--- src/rtl/keypad_pkg.sv ---
// Shared types and helpers for the 4x4 keypad emulator: state encoding,
// packed key code and row/column accessors.
package keypad_pkg;

  localparam int KEY_ROWS = 4;
  localparam int KEY_COLS = 4;

  typedef enum logic [1:0] {
    KP_IDLE_UP   = 2'd0,
    KP_BOUNCE_DN = 2'd1,
    KP_HELD      = 2'd2,
    KP_BOUNCE_UP = 2'd3
  } kp_state_e;

  // Key code layout on the command bus: [3:2] row, [1:0] column.
  typedef struct packed {
    logic [1:0] row;
    logic [1:0] col;
  } key_code_t;

  function automatic logic [1:0] key_row(input key_code_t k);
    return k.row;
  endfunction

  function automatic logic [1:0] key_col(input key_code_t k);
    return k.col;
  endfunction

endpackage

--- src/rtl/keypad_bounce_gen.sv ---
// Contact bounce generator: after a start pulse the contact goes to the target,
// then inverts every BOUNCE_PERIOD cycles BOUNCE_TOGGLES times before done.
module keypad_bounce_gen
  import keypad_pkg::*;
#(
  parameter int BOUNCE_PERIOD  = 4,
  parameter int BOUNCE_TOGGLES = 4
) (
  input  logic clk,
  input  logic reset,
  input  logic start_i,
  input  logic target_i,
  output logic contact_o,
  output logic done_o
);

  localparam int PW = (BOUNCE_PERIOD < 2) ? 1 : $clog2(BOUNCE_PERIOD + 1);
  localparam int TW = (BOUNCE_TOGGLES < 2) ? 1 : $clog2(BOUNCE_TOGGLES + 1);
  localparam logic [PW-1:0] PER_MAX = PW'(BOUNCE_PERIOD);
  localparam logic [TW-1:0] TOG_MAX = TW'(BOUNCE_TOGGLES);

  logic          active_q, active_d;
  logic          first_q, first_d;
  logic          target_q, target_d;
  logic          contact_q, contact_d;
  logic [PW-1:0] per_q, per_d;
  logic [TW-1:0] tog_q, tog_d;

  assign contact_o = contact_q;
  assign done_o    = active_q && !first_q && (per_q == PER_MAX) && (tog_q == TOG_MAX);

  always_comb begin
    active_d  = active_q;
    first_d   = first_q;
    target_d  = target_q;
    contact_d = contact_q;
    per_d     = per_q;
    tog_d     = tog_q;
    if (start_i) begin
      active_d = 1'b1;
      first_d  = 1'b1;
      target_d = target_i;
      per_d    = '0;
      tog_d    = '0;
    end else if (active_q) begin
      // First active cycle lands on the target; the level counter then runs 1..PERIOD.
      if (first_q) begin
        contact_d = target_q;
        first_d   = 1'b0;
        per_d     = PW'(1);
      end else if (per_q == PER_MAX) begin
        if (tog_q == TOG_MAX) begin
          active_d = 1'b0;
        end else begin
          contact_d = ~contact_q;
          tog_d     = tog_q + TW'(1);
          per_d     = PW'(1);
        end
      end else begin
        per_d = per_q + PW'(1);
      end
    end
  end

  always_ff @(posedge clk or posedge reset) begin
    if (reset) begin
      active_q  <= 1'b0;
      first_q   <= 1'b0;
      target_q  <= 1'b0;
      contact_q <= 1'b0;
      per_q     <= '0;
      tog_q     <= '0;
    end else begin
      active_q  <= active_d;
      first_q   <= first_d;
      target_q  <= target_d;
      contact_q <= contact_d;
      per_q     <= per_d;
      tog_q     <= tog_d;
    end
  end

endmodule

--- src/rtl/keypad_emulator.sv ---
// Passive 4x4 keypad model driving row sense from the scanned columns.
// Define KEYPAD_EMU_BOUNCE_EN to enable contact bounce on press/release.
module keypad_emulator
  import keypad_pkg::*;
#(
  parameter int BOUNCE_PERIOD  = 4,
  parameter int BOUNCE_TOGGLES = 4
) (
  input  logic       clk,
  input  logic       reset,
  input  logic       cmd_valid,
  output logic       cmd_ready,
  input  logic       cmd_press,
  input  logic [3:0] cmd_key,
  input  logic [3:0] columnas,
  output logic [3:0] filas_raw,
  output logic       key_down,
  output logic       cmd_err,
  output logic [7:0] press_count,
  output logic [1:0] dbg_state
);

  localparam logic [1:0] IDLE_UP   = KP_IDLE_UP;
  localparam logic [1:0] BOUNCE_DN = KP_BOUNCE_DN;
  localparam logic [1:0] HELD      = KP_HELD;
  localparam logic [1:0] BOUNCE_UP = KP_BOUNCE_UP;

  // Reject illegal bounce shapes at elaboration.
  if (BOUNCE_PERIOD < 1 || (BOUNCE_TOGGLES % 2) != 0) begin : g_bad_bounce_cfg
    $error("keypad_emulator: BOUNCE_PERIOD must be >=1 and BOUNCE_TOGGLES even");
  end

  // Handshake: a command transfers on a rising edge where cmd_valid and cmd_ready
  // are both high; cmd_ready depends only on state, never on cmd_valid.
  logic [1:0] state_q, state_d;
  key_code_t  key_q, key_d;
  logic       key_down_q, key_down_d;
  logic [7:0] count_q, count_d;
  logic       err_q, err_d;
  logic       xfer;
  logic       bnc_start;
  logic       bnc_target;
  logic       bnc_done;
  logic       contact;

  assign cmd_ready   = (state_q == IDLE_UP) || (state_q == HELD);
  assign xfer        = cmd_valid && cmd_ready;
  assign key_down    = key_down_q;
  assign cmd_err     = err_q;
  assign press_count = count_q;
  assign dbg_state   = state_q;

`ifdef KEYPAD_EMU_BOUNCE_EN
  keypad_bounce_gen #(
    .BOUNCE_PERIOD (BOUNCE_PERIOD),
    .BOUNCE_TOGGLES(BOUNCE_TOGGLES)
  ) u_bounce (
    .clk      (clk),
    .reset    (reset),
    .start_i  (bnc_start),
    .target_i (bnc_target),
    .contact_o(contact),
    .done_o   (bnc_done)
  );
`else
  // Clean contact: target on the edge after acceptance, done one edge later.
  logic [1:0] stage_q, stage_d;
  logic       tgt_q, tgt_d;
  logic       contact_q, contact_d;

  assign contact  = contact_q;
  assign bnc_done = (stage_q == 2'd2);

  always_comb begin
    stage_d   = stage_q;
    tgt_d     = tgt_q;
    contact_d = contact_q;
    if (bnc_start) begin
      stage_d = 2'd1;
      tgt_d   = bnc_target;
    end else if (stage_q == 2'd1) begin
      contact_d = tgt_q;
      stage_d   = 2'd2;
    end else if (stage_q == 2'd2) begin
      stage_d = 2'd0;
    end
  end

  always_ff @(posedge clk or posedge reset) begin
    if (reset) begin
      stage_q   <= 2'd0;
      tgt_q     <= 1'b0;
      contact_q <= 1'b0;
    end else begin
      stage_q   <= stage_d;
      tgt_q     <= tgt_d;
      contact_q <= contact_d;
    end
  end
`endif

  always_comb begin
    state_d    = state_q;
    key_d      = key_q;
    key_down_d = key_down_q;
    count_d    = count_q;
    err_d      = 1'b0;
    bnc_start  = 1'b0;
    bnc_target = 1'b0;
    case (state_q)
      IDLE_UP: begin
        if (xfer) begin
          if (cmd_press) begin
            key_d      = key_code_t'(cmd_key);
            state_d    = BOUNCE_DN;
            bnc_start  = 1'b1;
            bnc_target = 1'b1;
          end else begin
            err_d = 1'b1;
          end
        end
      end
      BOUNCE_DN: begin
        if (bnc_done) begin
          state_d    = HELD;
          key_down_d = 1'b1;
          count_d    = count_q + 8'd1;
        end
      end
      HELD: begin
        if (xfer) begin
          if (cmd_press) begin
            err_d = 1'b1;
          end else begin
            state_d   = BOUNCE_UP;
            bnc_start = 1'b1;
          end
        end
      end
      BOUNCE_UP: begin
        if (bnc_done) begin
          state_d    = IDLE_UP;
          key_down_d = 1'b0;
        end
      end
      default: state_d = IDLE_UP;
    endcase
  end

  always_ff @(posedge clk or posedge reset) begin
    if (reset) begin
      state_q    <= IDLE_UP;
      key_q      <= '0;
      key_down_q <= 1'b0;
      count_q    <= 8'd0;
      err_q      <= 1'b0;
    end else begin
      state_q    <= state_d;
      key_q      <= key_d;
      key_down_q <= key_down_d;
      count_q    <= count_d;
      err_q      <= err_d;
    end
  end

  // Switch matrix: the closed contact shorts the latched column onto its row.
  always_comb begin
    filas_raw = 4'hF;
    if (contact && !columnas[key_col(key_q)]) begin
      filas_raw[key_row(key_q)] = 1'b0;
    end
  end

endmodule

--- config.mk ---
export PLATFORM = sky130hd
export DESIGN_NAME = keypad_emulator
export DESIGN_NICKNAME = d
export VERILOG_FILES = /design/src/rtl/keypad_pkg.sv /design/src/rtl/keypad_bounce_gen.sv /design/src/rtl/keypad_emulator.sv
export SDC_FILE = /design/constraint.sdc
export NUM_CORES = 1
export LEC_CHECK = 0
export ABC_CLOCK_PERIOD_IN_PS = 2100
export BUFFER_PORTS_ARGS = -buffer_cell sky130_fd_sc_hd__buf_4
export CORE_UTILIZATION = 46
export CTS_CLUSTER_SIZE = 14
export DETAILED_ROUTE_END_ITERATION = 8
export PLACE_DENSITY_LB_ADDON = 0.1
export SLEW_MARGIN = 20
export SYNTH_ARGS = -nofsm -noshare
export SYNTH_HDL_FRONTEND = slang
export SYNTH_SLANG_ARGS = --single-unit
--- constraint.sdc ---
create_clock -name clk -period 2.1 [get_ports clk]
set_input_delay 0.21 -clock clk [delete_from_list [all_inputs] [get_ports clk]]
set_output_delay 0.21 -clock clk [all_outputs]
set_load 0.02 [all_outputs]
Word level (Yosys, flattened, before mapping) --
Index checks and enable logic that the tools add are counted.
Word-level totals: register bits after elaboration 20, output and inout bits 17, bits of input ports 12
Operators by class: $add $sub $neg 1, bitwise operators 2, magnitude comparators 3, muxes and demuxes 24, equality and inequality tests 11, reductions and logical operators 13
Operator list (number):
- $mux W2 | 8
- $ne A2 B2 Y1 const B | 6
- $mux W1 | 9
- $add A8 B1 Y8 const B | 1
- $pmux W2 S4 | 1
- $eq A2 B2 Y1 const B | 3
- $lt A2 B3 Y1 const B | 2
- $pmux W1 S2 | 3
- $reduce_and A3 Y1 | 2
- $reduce_and A6 Y1 | 1
- $eq A2 B1 Y1 const B | 2
- $mux W4 | 1
- $not A4 Y4 | 1
- $reduce_and A2 Y1 | 2
- $logic_and A1 B1 Y1 | 3
- $reduce_bool A3 Y1 | 1
- $bmux W1 S2 | 1
- $demux W1 S2 | 1
- $ge A2 B1 Y1 const B | 1
- $logic_not A2 Y1 | 1
- $reduce_bool A2 Y1 | 1
- $logic_not A1 Y1 | 1
- $logic_or A1 B1 Y1 | 1
- $not A1 Y1 | 1

Logic depth before layout (Yosys ltp) --
depth in word-level cells 7, gate-level depth with buffers 6, gate-level depth less buffers 5

Least setup slack after synthesis --
OpenSTA, ideal clock, no wires.
path kind register -> register, start register state_q[0], in the netlist dbg_state[0], end register contact_q, in the netlist contact, stages on the path, launching flop included 6, clock period less this slack 1724 ps, buffers on the path 0, arrival 1600 ps, slack 376 ps, cells stage by stage dfrtp_1 -> inv_1 -> ha_1 -> mux2_4 -> a21oi_1 -> mux2_2
Between the ends: cells in the longest elaborated chain, start to end 7, elaborated cells on any way between the ends 9, classes of those cells eq/ne (1); mux (3); bitwise (1); reduce/logical (4)
Ends and longest elaborated chain:
- start: declaration | RTL line keypad_emulator.sv:35 | logic [1:0] state_q, state_d;
- start signal: assignment | RTL line keypad_emulator.sv:158 | state_q <= state_d;
- $eq A2 B2 Y1 / $logic_not A2 Y1 (equally long branches) | RTL line keypad_emulator.sv:46, keypad_emulator.sv:110
- $logic_or A1 B1 Y1 | RTL line keypad_emulator.sv:46 | assign cmd_ready = (state_q == IDLE_UP) || (state_q == HELD);
- $logic_and A1 B1 Y1 | RTL line keypad_emulator.sv:47 | assign xfer = cmd_valid && cmd_ready;
- $mux W1 | RTL line keypad_emulator.sv:131 | if (xfer) begin
- $pmux W1 S2 (*) | RTL line keypad_emulator.sv:110 | case (state_q)
- $not A1 Y1 (no source line) (*)
- $reduce_and A2 Y1 (no source line) (*)
- end signal: assignment | RTL line keypad_emulator.sv:97 | contact_q <= contact_d;
- end: declaration | RTL line keypad_emulator.sv:69 | logic contact_q, contact_d;
Mark *: on every way between the ends. The rest lies on a longest branch, timed or not. A chain may end at the register's enable or synchronous reset.

Final worst setup path --
start register key_q[0] (netlist bit), end output filas_raw[3]
Between the ends: cells in the longest elaborated chain, start to end 5
Ends and longest elaborated chain:
- start: declaration | RTL line keypad_emulator.sv:36 | key_code_t key_q, key_d;
- start signal: assignment | RTL line keypad_emulator.sv:159 | key_q <= key_d;
- $bmux W1 S2 | RTL line keypad_emulator.sv:169 | if (contact && !columnas[key_col(key_q)]) begin
- $mux W1 (not written as such) | RTL line keypad_emulator.sv:169
- $logic_not A1 Y1 | RTL line keypad_emulator.sv:169
- $logic_and A1 B1 Y1 | RTL line keypad_emulator.sv:169
- $mux W4 | RTL line keypad_emulator.sv:169
- end: declaration | RTL line keypad_emulator.sv:16 | output logic [3:0] filas_raw,
No other way between the ends. The select of a mux whose other input is x is not followed.

==> run summary <==
DRC viols -> 0
Post-DP HPWL -> 1.259 mm
Worst Path Buf+Inv -> 1
First-pass GRT wire length -> 2.532 mm
Setup violators final -> 0
Clock Latency Late Sink -> 290 ps
CTS tree -> yes
Layout cells sized above 1 -> 36.84%
Yosys warns -> 0
Hold-fix buffers, CTS -> 0
Die width -> 48.09 um
Utilization after layout -> 63.19%
Fin. max-slew vios -> 0
Initial Util -> 49.31%
Multi-input logic area -> 456.7 um2
Critical path's top delay family -> multiplexers
Clk root buf -> clkbuf_4
PortBufs -> 28
PostCTS Resize Cnt -> 0
CTS buffer count -> 3
Vias in the first global route -> 600
Mapped Area -> 977.2 um2
Crit-path slowest cell -> mux4_2
Vias per inst -> 4.957
Die H -> 48.09 um
WL per Instance -> 11.95 um
Max Clock Skew -> 1.861 ps
Crit start category -> register
Syn Area/Cell -> 11.77 um2
Clk slew on worst S/H paths -> 100 ps
Placed Area -> 0.001216 mm2
Clock sink total -> 20
Drt first pass iters -> 4
RSZ-0062 raised after global routing -> false
Routed Antenna Nets -> 0
Area Overhead vs Synth -> 28.17%
CP Class -> reg2out
Design area -> 0.001252 mm2
Critical path required time -> 1890 ps
Worst setup margin -> 262.8 ps
Iteration-0 DRC Markers -> 8
Max Root-Sink Buffers -> 2
# rows -> 16
CP arrival -> 1630 ps
Initial antenna violation count -> 0
Mapped Nets -> 101
Filler cell count in the final layout -> 166
N_diodes -> 0
GRT Total Usage -> 16.51%
Tmin final -> 1837 ps
GP Congestion -> 0.6494
Slowest Stage Delay on Critical Path -> 510 ps
Final Hold Fails -> 0
Fin Setup TNS -> 0 ps
Worst slew margin -> 50.00%
Unique masters post-synth -> 24
Setup bufs post-CTS -> 0
Layout Nets -> 133
Sequential fraction of the synthesis area -> 51.22%
Flip-flop and latch area -> 500.5 um2
Congestion Overflow GR -> 0
Crit-path cells -> mux4_2 > nor2b_2 > nand3_1 > buf_4
WL final -> 1.685 mm
PD cells -> 1272 mW/mm2
Placeable Area -> 0.001982 mm2
Leak pwr -> 0.6242 nW
Max-cap violations -> 0
I/O pin count -> 29
Die ar. -> 0.002313 mm2
H-tree Lvls -> 1
Largest net degree at the start of global routing -> 21
Crit. End Element -> primary output
Fmax -> 544.3 MHz
Max FO, Critical Path -> 4
Via count -> 699
Outcome -> completed
#FFs+latches synth -> 20
Max VDD drop -> 0.8550 mV
Worst-Margin Slew -> 749.2 ps
Hold Crit Class -> in2async
PnR Total Power -> 1.593 mW
Tcrit/Tclk final -> 87.49%
Mapped Cells -> 83
Pre-CTS setup slack -> 445.2 ps
registers in the layout, summed over array words and instances (netlist names):
register     flops
cmd_err          1
contact          1
dbg_state        2
key_down         1
key_q            4
press_count      8
stage_q          2
tgt_q            1
cell families (layout without fill, tap and decap cells):
family | Yosys count | count (layout) | synth area share, %
buffers and inverters | 5 | 36 | 2.048
flip-flops | 20 | 20 | 51.22
adder cells (fa/ha/maj) | 6 | 6 | 7.682
multiplexers | 11 | 11 | 13.96
AO/OA/AOI/OAI | 5 | 5 | 2.945
AND/OR/NAND/NOR | 29 | 29 | 15.88
XOR/XNOR | 7 | 7 | 6.274
area by class of cell:
class | instances | share of cell area [%]
flip-flops and latches | 20 | 39.96
multi-input cells | 58 | 36.46
repair buffers | 28 | 16.78
clock buffers | 4 | 2.897
well taps | 27 | 2.697
inverters | 4 | 1.199
final timing paths:
check,slack [ps],depth (start not counted),startpoint,end
setup / recovery,260,4,key_q[0],filas_raw[3]
hold / removal,40,2,reset,key_q[3]
setup reg to reg,420,5,dbg_state[0],contact
hold reg to reg,480,1,press_count[7],press_count[7]
max in group asynchronous,1590,2,reset,press_count[2]
min in group clk,140,2,cmd_key[1],key_q[1]
power breakdown:
| group | total [mW] | internal [mW] | switching [mW] |
|---|---|---|---|
| Combinational | 0.729 | 0.365 | 0.364 |
| Sequential | 0.648 | 0.521 | 0.127 |
| Clock | 0.216 | 0.106 | 0.110 |
| Total | 1.59 | 0.992 | 0.601 |
cell usage in the layout (no fill, tap or decap):
master    count
and3_1        2
mux2i_1       2
inv_1         4
clkbuf_8      1
xnor2_1       6
and2b_1       1
ha_1          6
xor2_1        1
and3b_1       1
nand4_1       4
nor2b_1       1
mux4_2        1
nor2b_2       1
dfrtp_1      20
nand3_1       2
buf_4        28
and2_1        1
mux2_2        7
mux2_4        1
nand2b_1      1
clkbuf_4      3
nand3b_1      2
nand2_1       7
o221ai_1      1
a21oi_1       4
nor2_1        6
metrics by stage:
stage	hold slack (ps)	std cells
finish	36.00	141
global route	97.11	141
CTS	46.45	141
detailed placement	383.2	137
global placement	393.2	137
floorplan	173.8	83
synth_stat cells:
cell,count,share of area [%]
a21oi_1,4,2.0
and2_1,1,0.64
and2b_1,1,0.77
and3_1,2,1.3
and3b_1,1,0.90
buf_2,1,0.51
dfrtp_1,20,51
ha_1,6,7.7
inv_1,4,1.5
mux2_2,7,8.1
mux2_4,1,1.5
mux2i_1,2,2.0
mux4_2,1,2.3
nand2_1,7,2.7
nand2b_1,1,0.64
nand3_1,2,1.0
nand3b_1,2,1.5
nand4_1,4,2.6
nor2_1,6,2.3
nor2b_1,1,0.64
nor2b_2,1,0.90
o221ai_1,1,0.90
xnor2_1,6,5.4
xor2_1,1,0.90
metal layers:
metal | track usage [%] | share of wire (%)
met1 | 20.15 | 44
met2 | 27.84 | 51
met3 | 5.556 | 4.0
met4 | 5.000 | 0.83
met5 | 0 | 0
Power figures use the tool's default switching activity.
